$ cat src/rtl/fetch_ctrl_if.sv
// Instruction-memory bus between fetch_ctrl and instruction memory.
// Single-outstanding request/grant/response handshake.
interface fetch_ctrl_if #(
   parameter int WIDTH = 32
);

   logic             imem_req_out;
   logic [WIDTH-1:0] imem_addr_out;
   logic             imem_gnt_in;
   logic             imem_rvalid_in;
   logic [31:0]      imem_rdata_in;

   modport master (
      output imem_req_out,
      output imem_addr_out,
      input  imem_gnt_in,
      input  imem_rvalid_in,
      input  imem_rdata_in
   );

   modport slave (
      input  imem_req_out,
      input  imem_addr_out,
      output imem_gnt_in,
      output imem_rvalid_in,
      output imem_rdata_in
   );

endinterface

$ cat src/rtl/fetch_ctrl.sv
// fetch_ctrl: IF-stage sequencing controller.
// Selects the next PC, runs a single-outstanding request to instruction
// memory, and presents fetched instructions to decode through a one-entry
// output register with stall back-pressure. Redirects flush in-flight and
// buffered instructions.
// Optional feature macro: FETCH_MISALIGN_TRAP_EN (misaligned redirect holds
// the PC and pulses misalign_out instead of aligning the target).
module fetch_ctrl #(
   parameter int               WIDTH    = 32,
   parameter logic [WIDTH-1:0] RESET_PC = '0
) (
   input  logic               clk_in,
   input  logic               rst_in,
   input  logic [WIDTH-1:0]   pc_current_in,
   input  logic [WIDTH-1:0]   pc_plus4_in,
   output logic [WIDTH-1:0]   pc_next_out,
   input  logic               redirect_in,
   input  logic [WIDTH-1:0]   redirect_pc_in,
   input  logic               stall_in,
   fetch_ctrl_if.master       imem,
   output logic               instr_valid_out,
   output logic [31:0]        instr_out,
   output logic [WIDTH-1:0]   instr_pc_out,
   output logic               misalign_out
);

   typedef enum logic [1:0] {
      IDLE,
      REQ,
      WAIT
   } state_t;

   state_t           state_q;
   state_t           state_d;
   logic             kill_q;
   logic [WIDTH-1:0] req_pc_q;

   logic             slot_free;
   logic             redirect_act;
   logic             req;
   logic             grant;
   logic             resp;
   logic             load;
   logic             consume;
   logic [WIDTH-1:0] redirect_target;

   assign slot_free     = !instr_valid_out || !stall_in;
   assign redirect_act  = redirect_in && (state_q != IDLE);
   assign grant         = req && imem.imem_gnt_in;
   assign resp          = (state_q == WAIT) && imem.imem_rvalid_in;
   assign load          = resp && !kill_q && !redirect_in;
   assign consume       = instr_valid_out && !stall_in;

   assign imem.imem_req_out  = req;
   assign imem.imem_addr_out = pc_current_in;

`ifdef FETCH_MISALIGN_TRAP_EN
   logic misaligned;
   assign misaligned      = (redirect_pc_in[1:0] != 2'b00);
   assign redirect_target = misaligned ? pc_current_in : redirect_pc_in;
`else
   assign redirect_target = redirect_pc_in & ~{{(WIDTH-2){1'b0}}, 2'b11};
`endif

   // State register: reset parks the controller in IDLE, abandoning any request
   always_ff @(posedge clk_in) begin
      if (rst_in) begin
         state_q <= IDLE;
      end else begin
         state_q <= state_d;
      end
   end

   // Next-state logic: a redirect in REQ suppresses the request so we stay put
   always_comb begin
      state_d = state_q;
      case (state_q)
         IDLE:    state_d = REQ;
         REQ:     if (grant) state_d = WAIT;
         WAIT:    if (imem.imem_rvalid_in) state_d = REQ;
         default: state_d = IDLE;
      endcase
   end

   // Outputs: request gating and PC select (reset > redirect > advance > hold)
   always_comb begin
      req         = 1'b0;
      pc_next_out = pc_current_in;
      if (rst_in) begin
         pc_next_out = RESET_PC;
      end else begin
         if (state_q == REQ) begin
            req = slot_free && !redirect_in;
         end
         if (redirect_act) begin
            pc_next_out = redirect_target;
         end else if (grant) begin
            pc_next_out = pc_plus4_in;
         end
      end
   end

   // Request bookkeeping: remember the granted PC and whether to drop its response
   always_ff @(posedge clk_in) begin
      if (rst_in) begin
         kill_q   <= 1'b0;
         req_pc_q <= '0;
      end else begin
         if (grant) begin
            req_pc_q <= pc_current_in;
         end
         if (resp) begin
            kill_q <= 1'b0;
         end else if (redirect_in && (state_q == WAIT)) begin
            kill_q <= 1'b1;
         end
      end
   end

   // Output register: redirect flushes even under stall, load wins over consume
   always_ff @(posedge clk_in) begin
      if (rst_in) begin
         instr_valid_out <= 1'b0;
         instr_out       <= '0;
         instr_pc_out    <= '0;
      end else begin
         if (load) begin
            instr_out    <= imem.imem_rdata_in;
            instr_pc_out <= req_pc_q;
         end
         if (redirect_act) begin
            instr_valid_out <= 1'b0;
         end else if (load) begin
            instr_valid_out <= 1'b1;
         end else if (consume) begin
            instr_valid_out <= 1'b0;
         end
      end
   end

`ifdef FETCH_MISALIGN_TRAP_EN
   // Misalign flag: one-cycle pulse after a misaligned redirect
   always_ff @(posedge clk_in) begin
      if (rst_in) begin
         misalign_out <= 1'b0;
      end else begin
         misalign_out <= redirect_act && misaligned;
      end
   end
`else
   assign misalign_out = 1'b0;
`endif

endmodule

$ cat src/flat_wrapper.sv
// flat-port wrapper written by rule: the top's interface ports become plain ports
module fetch_ctrl_flat 
#(
   parameter int               WIDTH    = 32,
   parameter logic [WIDTH-1:0] RESET_PC = '0
)
  (clk_in, rst_in, pc_current_in, pc_plus4_in, pc_next_out, redirect_in, redirect_pc_in, stall_in, instr_valid_out, instr_out, instr_pc_out, misalign_out, imem_imem_req_out, imem_imem_addr_out, imem_imem_gnt_in, imem_imem_rvalid_in, imem_imem_rdata_in);
  fetch_ctrl_if #(.WIDTH(WIDTH)) imem_i ();
  input  logic clk_in;
  input  logic rst_in;
  input  logic [WIDTH-1:0] pc_current_in;
  input  logic [WIDTH-1:0] pc_plus4_in;
  output logic [WIDTH-1:0] pc_next_out;
  input  logic redirect_in;
  input  logic [WIDTH-1:0] redirect_pc_in;
  input  logic stall_in;
  output logic instr_valid_out;
  output logic [31:0] instr_out;
  output logic [WIDTH-1:0] instr_pc_out;
  output logic misalign_out;
  output wire logic [$bits(imem_i.imem_req_out)-1:0] imem_imem_req_out;
  output wire logic [$bits(imem_i.imem_addr_out)-1:0] imem_imem_addr_out;
  input wire logic [$bits(imem_i.imem_gnt_in)-1:0] imem_imem_gnt_in;
  input wire logic [$bits(imem_i.imem_rvalid_in)-1:0] imem_imem_rvalid_in;
  input wire logic [$bits(imem_i.imem_rdata_in)-1:0] imem_imem_rdata_in;
  assign imem_imem_req_out = imem_i.imem_req_out;
  assign imem_imem_addr_out = imem_i.imem_addr_out;
  assign imem_i.imem_gnt_in = imem_imem_gnt_in;
  assign imem_i.imem_rvalid_in = imem_imem_rvalid_in;
  assign imem_i.imem_rdata_in = imem_imem_rdata_in;
  fetch_ctrl #(.WIDTH(WIDTH), .RESET_PC(RESET_PC)) u_core (.clk_in(clk_in), .rst_in(rst_in), .pc_current_in(pc_current_in), .pc_plus4_in(pc_plus4_in), .pc_next_out(pc_next_out), .redirect_in(redirect_in), .redirect_pc_in(redirect_pc_in), .stall_in(stall_in), .imem(imem_i), .instr_valid_out(instr_valid_out), .instr_out(instr_out), .instr_pc_out(instr_pc_out), .misalign_out(misalign_out));
endmodule
$ cat config.mk
export PLATFORM = sky130hd
export DESIGN_NAME = fetch_ctrl_flat
export DESIGN_NICKNAME = d
export VERILOG_FILES = /design/src/rtl/fetch_ctrl_if.sv /design/src/rtl/fetch_ctrl.sv /design/src/flat_wrapper.sv
export SDC_FILE = /design/constraint.sdc
export NUM_CORES = 1
export LEC_CHECK = 0
export ABC_CLOCK_PERIOD_IN_PS = 2300
export CAP_MARGIN = 20
export CORE_ASPECT_RATIO = 0.8
export CORE_UTILIZATION = 40
export DETAILED_ROUTE_END_ITERATION = 8
export PLACE_DENSITY = 0.81
export SLEW_MARGIN = 0
export SYNTH_ARGS = -nofsm -noshare
export SYNTH_HDL_FRONTEND = slang
export SYNTH_SLANG_ARGS = --single-unit
$ cat constraint.sdc
create_clock -name clk_in -period 2.3 [get_ports clk_in]
set_clock_uncertainty 0.2 [all_clocks]
set_input_delay 0.23 -clock clk_in [delete_from_list [all_inputs] [get_ports clk_in]]
set_output_delay 0.23 -clock clk_in [all_outputs]
set_load 0.1 [all_outputs]
==> out/metrics.cfg <==
[outcome]
status = complete, but fails checks
violations = negative setup slack

[setup_path]
crit_family = simple AND/OR/NAND/NOR gates
crit_buf_inv = 4
worstReg2RegStart = u_core.state_q[1]$_SDFFE_PP0P_
critPathMaxFanout = 7
cp_slowest_cell = or4b_4
crit_path_frequent_cell = buf_12
r2r_cells = 7
r2r_end = u_core.req_pc_q[12]$_SDFFE_PP0P_
r2r_setup_slack_ns = 0.11
cpPeakStageDelay_ns = 0.52
worstPathArrival_ns = 2.12
cp-start-kind = register
cp-startpoint = u_core.state_q[1]$_SDFFE_PP0P_
required_ns = 1.87
end_kind = primary output
critical_path.cell_chain = or4b_4 -> nor3_4 -> buf_6 -> buf_12 -> buf_8 -> a221o_4 -> buf_12
worstSetupPathType = register to primary output

[clock_network]
hold_buffers = 0
tritoncts = yes
clkSinkCount = 100
cts_buffers = 9
clkTransAtPathRegs_ns = 0.07
htree_levels = 3
root_buffer = clkbuf_16
cts_max_path_buffers = 2
clock_latency_ns = 0.34

[route]
detail-route-antenna-nets = 0
routed_via_density = 5.944
remaining_drc_errors = 0
drt_iter0_markers = 504
num_vias = 5795
first_pass_iters = 5
post_drt_wl_per_cell_um = 20.52
wirelength_um = 20010

[pwr]
p_leak_nw = 3.312
powerDensity_nw_per_um2 = 540.8
peakVddDrop_uv = 473.4
p_total_mw = 4.906

[die]
rows = 36
ios = 265
core_um2 = 12390
start_util_pct = 41.82
chipWidth_um = 129.2
die_h_um = 103.8
die_area_um2 = 13410

[sta]
slew_headroom_pct = 39.42
setup_ws_ns = -0.2471
fin_crit_ns = 2.547
final-hold-violation-count = 0
finalSetupTns_ns = -6.341
setup_viol = 33
rsz0062_at_grt = true
worstMarginPinSlew_ns = 0.9088
period_share_pct = 110.7
fmax_ghz = 0.3926
slew_viol_final = 0

[placement]
dp_hpwl_um = 13960
numPortBuffers = 261
dpl.cell_count = 946
placed_area_um2 = 8574
place_congestion = 0.8361

[global_routing]
grt_usage_pct = 29.71
overflow = 0
grt_max_degree = 129
antenna_found_initial = 2
grt_pass1_wl_um = 31170
first_global_vias = 5757

[synthesis]
synthFlopType = dfxtp_1
synth_top_area_cell = dfxtp_1
syn_area_um2 = 5180
synth_top_area_share_pct = 38.65
ys_seq_area_share_pct = 38.65
synthCells = 592
synth_cell_type_count = 28
synth_most_common_cell = dfxtp_1
synth.net_count = 726
synth.top_cells.by_count = 100 x dfxtp_1, 99 x a21oi_1, 65 x o21ai_0
ys_seq_elements = 100
synth-edff-count = 0
ys_warn_count = 0
avgSynthCellArea_um2 = 8.750
ys_top_cells_by_area = dfxtp_1 39%, a21oi_1 9.6%, nand3b_1 9.3%
async_reset_ff_share_pct = 0

[flow_run]
cap_violations = 0

[worst_hold_path]
hold_end = u_core.instr_pc_out[15]$_SDFFE_PP0P_
min_from = rst_in
hold_path_depth = 3
hp-class = primary input to register

[final_layout]
nets = 931
register_area_um2 = 2008
drive_gt1_share_pct = 30.05
final_util_pct = 73.24
multi_input_area_um2 = 2943
area_growth_syn_to_layout_pct = 75.14
finalNonFillerCells = 975
stdcell_area_um2 = 9072
filler_cell_count = 849

-- stage by stage --
stage	hold WS (ns)	setup slack (ns)
finish	0.1187	-0.2471
global route	0.1304	-0.3016
CTS	0.1205	-0.2947
detailed placement	0.2646	-0.1259
global placement	0.2582	-0.1019
floorplan	0.1266	-0.08528
-- worst reg2reg max path, delay by kind of cell (launching register included) --
family / cells / cell delay (ns)
buf+inv: 4 / 0.64
flops: 1 / 0.33
compound gates: 2 / 0.35
simple gates: 1 / 0.52
-- what timing repair did --
item,4_1_cts,5_1_grt
gates cloned,2,0
buffers inserted,11,1
pin swaps,31,5
resized for setup,15,9
setup endpoints to repair,32,33
-- registers in the layout (all words and copies together) (netlist names) --
register	count
u_core.instr_out	32
u_core.req_pc_q	32
u_core.kill_q	1
u_core.instr_valid_out	1
u_core.instr_pc_out	32
u_core.state_q	2
-- worst max path at each step --
stage,to,slack (ns),cells after the start
4_1_cts,pc_next_out[24],-0.29,7
2_1_floorplan,pc_next_out[29],-0.09,6
3_5_place_dp,pc_next_out[15],-0.13,6
5_1_grt,pc_next_out[15],-0.30,7
6_report,pc_next_out[26],-0.25,7
3_3_place_gp,pc_next_out[15],-0.10,6
-- routing by layer --
layer  part of all wire (%)  GRT usage [%]  wire [um]
met3                    7.8          5.992       1568
met1                     40          36.68       7958
met2                     50          50.65      10020
met5                      0              0          0
met4                    2.3          10.67        464
-- power breakdown --
part	switching, mW	internal (mW)
clock network	0.736	0.772
registers	0.00976	1.74
logic	0.966	0.679
total	1.71	3.20
-- placed cells by master, fill, tap and decap left out, types with 2 or more instances in the layout --
master,n
nor2b_1,3
dfxtp_2,2
clkinv_8,2
dfxtp_1,97
a221o_2,7
a221o_4,23
clkdlybuf4s50_1,129
a21oi_1,97
nand2_1,2
o2111a_1,30
inv_8,2
buf_4,93
buf_6,9
o21ai_0,64
nand3b_1,64
a21oi_4,2
nand4_1,34
buf_12,74
o31ai_1,32
clkbuf_16,9
o21a_1,3
diode_2,2
-- layout make-up --
| class | count | share of cell area [%] |
|---|---|---|
| antenna | 2 | 0.05516 |
| clock inverter | 7 | 0.8551 |
| inverter | 2 | 0.08275 |
| sequential | 100 | 22.13 |
| multi-input combinational | 377 | 32.44 |
| tap | 171 | 2.358 |
| clock buffer | 9 | 2.482 |
| timing repair buffer | 307 | 39.59 |
-- kinds of logic (layout without fill, tap and decap cells) --
family | Yosys count | count (layout) | synth area share, %
other | 1 | 3 | 0.07239
buffers and inverters | 115 | 325 | 11.55
AOI/OAI and AO/OA | 264 | 264 | 33.99
DFF | 100 | 100 | 38.65
and+or+nand+nor | 112 | 112 | 15.75
(Power assumes the default switching activity.)
==> RTL edit: new RTL, same settings <==
The 3 states of `state_t` get a one-hot encoding in 3 bits.
--- a/src/rtl/fetch_ctrl.sv
+++ b/src/rtl/fetch_ctrl.sv
@@ -25,8 +25,8 @@
 );
 
-   typedef enum logic [1:0] {
-      IDLE,
-      REQ,
-      WAIT
+   typedef enum logic [2:0] {
+      IDLE = 3'b001,
+      REQ  = 3'b010,
+      WAIT = 3'b100
    } state_t;
 
Function: no difference found for any inputs over 10 cycles, from zero or initial values and one cycle with rst_in high; not proved beyond that.
==> RTL edit against the original RTL <==
  * The flow still finishes with violations (setup timing)
  * Sequential cell count up 1
  * Register-to-register slack better by 200 ps
  * Cell area down 1.3%
  * Power up 5.2%
  * Area after synthesis down 13%
  * Setup slack better by 96 ps
  * Largest cell class unchanged
  * Cell count down 11%
  * Core utilization up 9.0 points
  * Largest power group is now combinational logic
  * Wire length down 22%
  * Highest routed layer unchanged
==> RTL edit: results (changes against the original RTL) <==
status: "finished with violations"
failed_checks: "setup timing"
grt_usage_pct: 26.6  # -3.1 points
ys_types: 25  # -11%
first_global_vias: 4760  # -17%
timing.rr.start: "u_core.state_q[0]"
layout.nets: 855  # -8.2%
clock_sinks: 101  # +1.0%
place_inst: 841  # -11%
startpoint: "u_core.state_q[2]"
synth.area.mux_share_pct: 20.9  # +21 points
nClkBuffers: 10  # +1
buffers: 294  # -4.2%
finalSetupViolations: 32  # -3.0%
holdWs_ps: 232  # +113 ps
cp_max_fo: 12  # +5
inv_count: 1  # -1
vias: 4437  # -23%
seqCellArea_um2: 2030  # +1.3%
synth_seq_area_share_pct: 45.0  # +6.3 points
setup_ws_ps: -151  # +96.3 ps
worst_path_largest_cell_delay_ps: 370  # -150 ps
n_fill_cell: 622  # -27%
multi_input_gates: 314  # -17%
ys_top_cells_by_count: "dfxtp_1, mux2i_1, nand2_1, nor2_1, a21oi_1"
hold_end: "u_core.instr_pc_out[0]"
synthTopCellsByArea: "dfxtp_1, mux2i_1, nand2_1"
globalplace.congestion: 0.765  # -8.5%
detailroute.wirelength.met3_um: 1200  # -24%
drive_above_1_share_pct: 35.1  # +5.1 points
synth.avg_cell_area_um2: 9.29  # +6.1%
cpMaxStageDelayCell: "dfxtp_4"
signal_buffer_area_fraction_pct: 39.4  # -0.15 points
==> RTL edit: changes by cell type after synthesis, moves of 33 or more <==
cell / delta
nand4_1: -33
mux2i_1: +94
o21ai_0: -64
nand2_1: +69
o31ai_1: -34
nor2_1: +64
nand3b_1: -62
clkbuf_1: -42
a21oi_1: -63
==> RTL edit: stage by stage <==
stage	setup slack, ps	instance area [um2]	power [mW]	TNS (ps)	utilization (%)
5_1_grt	-219	8960	5.31	-5550	82.2
3_5_place_dp	-334	8170	3.51	-9200	75.0
4_1_cts	-123	8900	5.17	-3390	81.8
2_1_floorplan	-34.8	5120	2.81	-1040	-
3_3_place_gp	-267	8170	3.49	-7530	75.0
6_report	-151	8960	5.16	-3440	82.2
==> RTL edit: critical path, delay by kind of cell, from the launching register on <==
family	cells	cell delay (ps)
muxes	1	350
DFF	1	370
buffers and inverters	2	370
and+or+nand+nor	2	490
AOI/OAI and AO/OA	1	100
